--- config.mk ---
export PLATFORM = sky130hd
export DESIGN_NAME = uart_rx_param
export DESIGN_NICKNAME = d
export VERILOG_FILES = /design/src/rtl/uart_pkg.sv /design/src/rtl/uart_rx_fifo.sv /design/src/rtl/uart_rx_param.sv
export SDC_FILE = /design/constraint.sdc
export NUM_CORES = 1
export LEC_CHECK = 0
export CORE_MARGIN = 4
export CORE_UTILIZATION = 55
export DETAILED_ROUTE_END_ITERATION = 16
export GPL_ROUTABILITY_DRIVEN = 0
export PLACE_DENSITY = 0.74
export SLEW_MARGIN = 20
export SYNTH_ARGS = -nofsm -noshare
export SYNTH_HDL_FRONTEND = slang
export SYNTH_SLANG_ARGS = --single-unit
--- constraint.sdc ---
create_clock -name clk -period 3.1 [get_ports clk]
set_input_delay 0.31 -clock clk [delete_from_list [all_inputs] [get_ports clk]]
set_output_delay 0.31 -clock clk [all_outputs]
set_load 0.005 [all_outputs]
--- src/rtl/uart_pkg.sv ---
// Shared types for the parametrised UART receiver.
// The PARITY state exists only when UART_RX_PARITY_EN is defined.
package uart_pkg;

    localparam int UART_MAX_DATA_BITS = 9;

    typedef enum logic [2:0] {
        ST_IDLE   = 3'd0,
        ST_START  = 3'd1,
        ST_DATA   = 3'd2,
`ifdef UART_RX_PARITY_EN
        ST_PARITY = 3'd3,
`endif
        ST_STOP   = 3'd4,
        ST_BREAK  = 3'd5
    } uart_rx_state_t;

    // Widest entry form; the receiver declares its own DATA_BITS-wide copy.
    typedef struct packed {
        logic                          parity_err;
        logic                          frame_err;
        logic [UART_MAX_DATA_BITS-1:0] data;
    } uart_rx_entry_t;

    function automatic int clocks_per_bit(input int clock_rate, input int baud_rate);
        return clock_rate / baud_rate;
    endfunction

endpackage

--- src/rtl/uart_rx_fifo.sv ---
// Shift-register receive FIFO: mem_q[0] is the head register that drives the outputs,
// a pop shifts every entry down by one.
module uart_rx_fifo #(
    parameter int WIDTH = 10,
    parameter int DEPTH = 4
) (
    input  logic             clk,
    input  logic             rst,
    input  logic             push_i,
    input  logic [WIDTH-1:0] wdata_i,
    input  logic             pop_i,
    output logic [WIDTH-1:0] rdata_o,
    output logic             full_o,
    output logic             empty_o
);
    localparam int CNTW = $clog2(DEPTH + 1);
    localparam int IW   = $clog2(DEPTH);

    if (DEPTH < 2 || (DEPTH & (DEPTH - 1)) != 0) begin : g_depth_err
        $error("uart_rx_fifo: DEPTH must be a power of two and at least 2");
    end

    logic [WIDTH-1:0] mem_q [DEPTH];
    logic [WIDTH-1:0] mem_d [DEPTH];
    logic [CNTW-1:0]  count_q, count_d;
    logic [IW-1:0]    wr_idx;
    logic             do_pop, do_push;

    assign full_o  = (count_q == CNTW'(DEPTH));
    assign empty_o = (count_q == '0);
    assign do_pop  = pop_i & ~empty_o;
    // A push into a full FIFO still lands when the head leaves on the same edge.
    assign do_push = push_i & (~full_o | do_pop);
    assign wr_idx  = do_pop ? IW'(count_q - 1'b1) : IW'(count_q);
    assign rdata_o = mem_q[0];

    always_comb begin
        for (int i = 0; i < DEPTH; i++) mem_d[i] = mem_q[i];
        count_d = count_q;
        if (do_pop) begin
            for (int i = 0; i < DEPTH - 1; i++) mem_d[i] = mem_q[i + 1];
        end
        if (do_push) mem_d[wr_idx] = wdata_i;
        case ({do_push, do_pop})
            2'b10:   count_d = count_q + 1'b1;
            2'b01:   count_d = count_q - 1'b1;
            default: count_d = count_q;
        endcase
    end

    always_ff @(posedge clk) begin
        if (rst) begin
            for (int i = 0; i < DEPTH; i++) mem_q[i] <= '0;
            count_q <= '0;
        end else begin
            mem_q   <= mem_d;
            count_q <= count_d;
        end
    end

endmodule

--- src/rtl/uart_rx_param.sv ---
// Parametrised UART receiver: 2-flop synchroniser, 3-sample majority per bit, framing/parity
// checks and a receive FIFO with valid/ready output. Define UART_RX_PARITY_EN for a parity bit.
module uart_rx_param
    import uart_pkg::*;
#(
    parameter int CLOCK_RATE = 10_000_000,
    parameter int BAUD_RATE  = 115_200,
    parameter int DATA_BITS  = 8,
    parameter int STOP_BITS  = 1,
    parameter int PARITY_ODD = 0,
    parameter int FIFO_DEPTH = 4
) (
    input  logic                 clk,
    input  logic                 rst,
    input  logic                 rxd,
    output logic [DATA_BITS-1:0] data,
    output logic                 valid,
    input  logic                 ready,
    output logic                 frame_err,
    output logic                 parity_err,
    output logic                 overflow,
    output logic                 busy
);
    localparam int CPB  = clocks_per_bit(CLOCK_RATE, BAUD_RATE);
    localparam int HALF = CPB / 2;
    localparam int CW   = $clog2(CPB);
    localparam logic [CW-1:0] CNT_S0   = CW'(HALF - 1);
    localparam logic [CW-1:0] CNT_S1   = CW'(HALF);
    localparam logic [CW-1:0] CNT_DEC  = CW'(HALF + 1);
    localparam logic [CW-1:0] CNT_LAST = CW'(CPB - 1);
    localparam logic [3:0]    LAST_DATA = 4'(DATA_BITS - 1);
    localparam logic [3:0]    LAST_STOP = 4'(STOP_BITS - 1);

    if (CPB < 4) begin : g_cpb_err
        $error("uart_rx_param: CLOCK_RATE/BAUD_RATE must be at least 4");
    end
    if (DATA_BITS < 5 || DATA_BITS > 9) begin : g_data_err
        $error("uart_rx_param: DATA_BITS must be 5..9");
    end
    if (STOP_BITS < 1 || STOP_BITS > 2 || PARITY_ODD < 0 || PARITY_ODD > 1) begin : g_cfg_err
        $error("uart_rx_param: STOP_BITS must be 1..2 and PARITY_ODD 0..1");
    end

    typedef struct packed {
        logic                 parity_err;
        logic                 frame_err;
        logic [DATA_BITS-1:0] data;
    } entry_t;

    uart_rx_state_t       state_q, state_d;
    logic                 sync1_q, sync2_q, rxs;
    logic [CW-1:0]        cnt_q, cnt_d;
    logic [3:0]           bit_q, bit_d;
    logic                 s0_q, s0_d, s1_q, s1_d;
    logic [DATA_BITS-1:0] shift_q, shift_d;
    logic                 ferr_q, ferr_d, perr_q, perr_d;
    logic                 push_q, push_d, overflow_q;
    entry_t               entry_q, entry_d, head;
    logic                 maj, decide, wrap, ferr_new;
    logic                 fifo_full, fifo_empty;

    assign rxs      = sync2_q;
    assign maj      = (s0_q & s1_q) | (s0_q & rxs) | (s1_q & rxs);
    assign decide   = (cnt_q == CNT_DEC);
    assign wrap     = (cnt_q == CNT_LAST);
    assign ferr_new = ferr_q | ~maj;

    always_comb begin
        state_d = state_q;
        cnt_d   = cnt_q + 1'b1;
        bit_d   = bit_q;
        s0_d    = s0_q;
        s1_d    = s1_q;
        shift_d = shift_q;
        ferr_d  = ferr_q;
        perr_d  = perr_q;
        push_d  = 1'b0;
        entry_d = entry_q;
        if (cnt_q == CNT_S0) s0_d = rxs;
        if (cnt_q == CNT_S1) s1_d = rxs;
        case (state_q)
            ST_IDLE: begin
                cnt_d  = '0;
                bit_d  = '0;
                ferr_d = 1'b0;
                perr_d = 1'b0;
                if (!rxs) state_d = ST_START;
            end
            ST_START: begin
                if (wrap) begin
                    cnt_d   = '0;
                    state_d = ST_DATA;
                end
                if (decide && maj) state_d = ST_IDLE;
            end
            ST_DATA: begin
                if (decide) shift_d = {maj, shift_q[DATA_BITS-1:1]};
                if (wrap) begin
                    cnt_d = '0;
                    if (bit_q == LAST_DATA) begin
                        bit_d = '0;
`ifdef UART_RX_PARITY_EN
                        state_d = ST_PARITY;
`else
                        state_d = ST_STOP;
`endif
                    end else begin
                        bit_d = bit_q + 1'b1;
                    end
                end
            end
`ifdef UART_RX_PARITY_EN
            ST_PARITY: begin
                if (decide) perr_d = maj ^ (^shift_q) ^ (PARITY_ODD != 0);
                if (wrap) begin
                    cnt_d   = '0;
                    state_d = ST_STOP;
                end
            end
`endif
            ST_STOP: begin
                // The entry is taken mid-stop-bit so a following start bit is seen in IDLE.
                if (decide) begin
                    ferr_d = ferr_new;
                    if (bit_q == LAST_STOP) begin
                        push_d             = 1'b1;
                        entry_d.parity_err = perr_q;
                        entry_d.frame_err  = ferr_new;
                        entry_d.data       = shift_q;
                        state_d            = ferr_new ? ST_BREAK : ST_IDLE;
                    end
                end
                if (wrap && bit_q != LAST_STOP) begin
                    cnt_d = '0;
                    bit_d = bit_q + 1'b1;
                end
            end
            ST_BREAK: begin
                cnt_d = '0;
                if (rxs) state_d = ST_IDLE;
            end
            default: state_d = ST_IDLE;
        endcase
    end

    always_ff @(posedge clk) begin
        if (rst) begin
            sync1_q    <= 1'b1;
            sync2_q    <= 1'b1;
            state_q    <= ST_IDLE;
            cnt_q      <= '0;
            bit_q      <= '0;
            s0_q       <= 1'b1;
            s1_q       <= 1'b1;
            shift_q    <= '0;
            ferr_q     <= 1'b0;
            perr_q     <= 1'b0;
            push_q     <= 1'b0;
            entry_q    <= '0;
            overflow_q <= 1'b0;
        end else begin
            sync1_q    <= rxd;
            sync2_q    <= sync1_q;
            state_q    <= state_d;
            cnt_q      <= cnt_d;
            bit_q      <= bit_d;
            s0_q       <= s0_d;
            s1_q       <= s1_d;
            shift_q    <= shift_d;
            ferr_q     <= ferr_d;
            perr_q     <= perr_d;
            push_q     <= push_d;
            entry_q    <= entry_d;
            overflow_q <= push_q & fifo_full & ~ready;
        end
    end

    uart_rx_fifo #(
        .WIDTH ($bits(entry_t)),
        .DEPTH (FIFO_DEPTH)
    ) u_fifo (
        .clk     (clk),
        .rst     (rst),
        .push_i  (push_q),
        .wdata_i (entry_q),
        .pop_i   (ready),
        .rdata_o (head),
        .full_o  (fifo_full),
        .empty_o (fifo_empty)
    );

    assign data       = head.data;
    assign frame_err  = head.frame_err;
    assign parity_err = head.parity_err;
    assign valid      = ~fifo_empty;
    assign overflow   = overflow_q;
    assign busy       = (state_q != ST_IDLE);

endmodule

==> impl_metrics.tcl <==
set metrics [dict create \
    vdd_ir_drop_max_mv 0.2377 \
    wire_per_inst_um 12.91 \
    dp_hpwl_mm 4.342 \
    num_io_pins 17 \
    grt_pass1_wl_mm 11.23 \
    cp-start-kind "flop" \
    fin_tns_setup_ns 0 \
    fp.dieArea_um2 8083 \
    period_needed_ns 2.357 \
    power_mw 2.142 \
    ys_seq_area_share_pct 43.95 \
    syn_area_um2 3690 \
    max_stage_delay_ns 0.53 \
    cap_violations 0 \
    ys_ff_latch 81 \
    holdBufCountCts 0 \
    dr_wl_met2_mm 2.900 \
    rsz0062_at_grt "false" \
    setup_viol 0 \
    clkLatencyLatePin_ns 0.35 \
    fmax_mhz 424.4 \
    ff2ff_path_depth 8 \
    max_slew.worst_pin.slew_ns 0.7182 \
    synth.net_count 431 \
    ctsResizeCount 0 \
    cp_common_cell "inv_1" \
    cts-root-buf "clkbuf_8" \
    ff2ff_setup_slack_ns 0.78 \
    clkSlewWorstSetupHoldPaths_ns 0.08 \
    core_um2 6422 \
    slew_headroom_pct 52.11 \
    drv_slew 0 \
    end_kind "output pin" \
    reg2reg_to "u_fifo.count_q[2]" \
    cts_setup_buffers 0 \
    syn_avg_cell_area_um2 8.848 \
    drc 0 \
    hold_depth 2 \
    cts_tree "built" \
    die_w_um 89.91 \
    required_ns 2.79 \
    period_share_pct 76.02 \
    grt_pass1_vias 2498 \
    synth_cells 417 \
    htree_levels 3 \
    vias_per_cell 5.505 \
    grt_usage_pct 16.50 \
    antenna_found_initial 0 \
    cts_buffers 9 \
    power_density_nw_per_um2 534.4 \
    wirelength_met1_mm 3.149 \
    worstReg2RegStart "u_fifo.count_q[0]" \
    cts.path.max_buffers 2 \
    drive_gt1_share_pct 8.294 \
    placed_cells 483 \
    synthArstFlopShare_pct 0 \
    cp_slowest_cell "clkdlybuf4s50_1" \
    dominantRegCellSynth "dfxtp_1" \
    cp_data_arrival_time_ns 2.05 \
    min_path_type "input port to flop" \
    fin_ws_ns 0.7435 \
    final_hold_viol_count 0 \
    outcome "finished clean" \
    place_ws_ns 0.7444 \
    final_cells 499 \
    p_leak_nw 1.554 \
    final_nets 431 \
    top_layer_used "met4" \
    min_to "bit_q[0]" \
    firstDrtPassIters 4 \
    hold_start "rst" \
    grt-ovfl-total 0 \
    dr_wl_met3_um 276 \
    fin_hold_ws_ns 0.3678 \
    die_h_um 89.91 \
    cts_num_sinks 81 \
    ant_nets 0 \
    start_util_pct 57.45 \
    path_max_fanout 7 \
    num_vias 2747 \
    grt_max_degree 45 \
    port-buffer-count 16 \
    syn2layout_area_growth_pct 8.647 \
    crit_type "flop to output pin" \
    rows 29 \
    finalClockSkew_ns 0.01124 \
    drt_iter0_markers 111 \
    synth_cell_types 50 \
    synth_edf_count 0 \
    drt_wl_total_mm 6.444 \
    yosysWarnings 0 \
    n_antenna_cell 0 \
    crit_chain "inv_1, ha_1, nor2b_4, inv_1, clkdlybuf4s50_1" \
]
## worst max path at each step
stage,start,to
after floorplan,u_fifo.count_q[0],u_fifo.count_q[2]
after global placement,ready,u_fifo.count_q[2]
after detailed placement,ready,u_fifo.count_q[2]
after CTS,u_fifo.count_q[0],valid
after global routing,u_fifo.count_q[0],u_fifo.rdata_o[6]
final,u_fifo.count_q[0],valid
## metal layers
layer  track usage [%]  vias to the layer above
li1                  -                     1441
met5                 0                        -
met2             25.75                       56
met4             7.526                        0
met3             3.756                       10
met1             21.82                     1240
## synthesized netlist by cell type (2+ instances only)
master	count	area share [%]
a211oi_1	7	1.4
a21oi_1	6	0.81
a311oi_1	28	6.6
and3_1	7	1.2
and3b_1	2	0.47
buf_2	10	1.4
buf_4	9	1.8
buf_6	2	0.61
clkbuf_1	9	0.92
dfxtp_1	81	44
ha_1	10	3.4
inv_1	14	1.4
mux2_2	4	1.2
mux2i_1	28	7.6
nand2_1	64	6.5
nand2b_1	5	0.85
nand3_1	6	0.81
nand3b_1	2	0.41
nor2_1	68	6.9
nor3_1	2	0.27
nor3b_1	3	0.61
nor4_1	4	0.68
o211a_1	2	0.54
o21a_1	2	0.41
o21ai_0	7	0.95
o21ai_1	2	0.27
o21ai_2	3	0.71
or2_2	2	0.34
or3_1	2	0.34
xnor2_1	3	0.71
xor2_1	4	0.95
## critical path: cells and delay by family, from the launching register on
kind,cells,cell delay (ns)
flops,1,0.47
fa+ha+maj,1,0.25
simple gates,1,0.14
buf+inv,3,0.84
## report_power, final
part,switching (mW),internal [mW],leakage [nW],total (mW)
sequential,0.0175,1.05,0.653,1.07
combinational,0.155,0.0795,0.802,0.235
clock,0.384,0.456,0.0991,0.840
## layout by cell type, fill, tap and decap left out, drive strengths merged, types with 2 or more instances in the layout
| cell | count |
|---|---|
| buf | 4 |
| and3 | 7 |
| xnor2 | 3 |
| o211a | 2 |
| and3b | 2 |
| a21oi | 6 |
| ha | 10 |
| nor3b | 4 |
| o21ai | 12 |
| or3 | 2 |
| clkbuf | 10 |
| nand2 | 64 |
| nor4 | 4 |
| a311oi | 29 |
| bufinv | 2 |
| inv | 16 |
| xor2 | 4 |
| mux2i | 28 |
| clkinvlp | 3 |
| nand3b | 2 |
| nand3 | 6 |
| dfxtp | 81 |
| nor2 | 68 |
| or2 | 2 |
| clkdlybuf4s50 | 15 |
| a211oi | 7 |
| o21a | 2 |
| nor3 | 2 |
| nand2b | 5 |
| mux2 | 4 |
## layout make-up
cell class              instances  area, um^2
clock buffers                  10       127.6
fillers                       564        2414
well taps                      77       96.34
flip-flops and latches         81        1622
clock inverters                 6       91.34
repair buffers                 19       177.7
multi-input cells             291        1838
inverters                      15       56.30
## through the flow
step / utilization [%] / cell area, um^2
6_report: 62.42 / 4009
5_1_grt: 62.42 / 4009
4_1_cts: 62.42 / 4009
3_5_place_dp: 59.01 / 3790
3_3_place_gp: 59.01 / 3790
2_1_floorplan: - / 3690
## logic make-up after synthesis
family	synth area share [%]
mux	8.816
fa+ha+maj	3.662
buf+inv	6.239
compound gates	13.87
simple gates	21.80
flops	43.95
xor+xnor	1.662
Note: power is estimated with default switching activity, not from simulation.
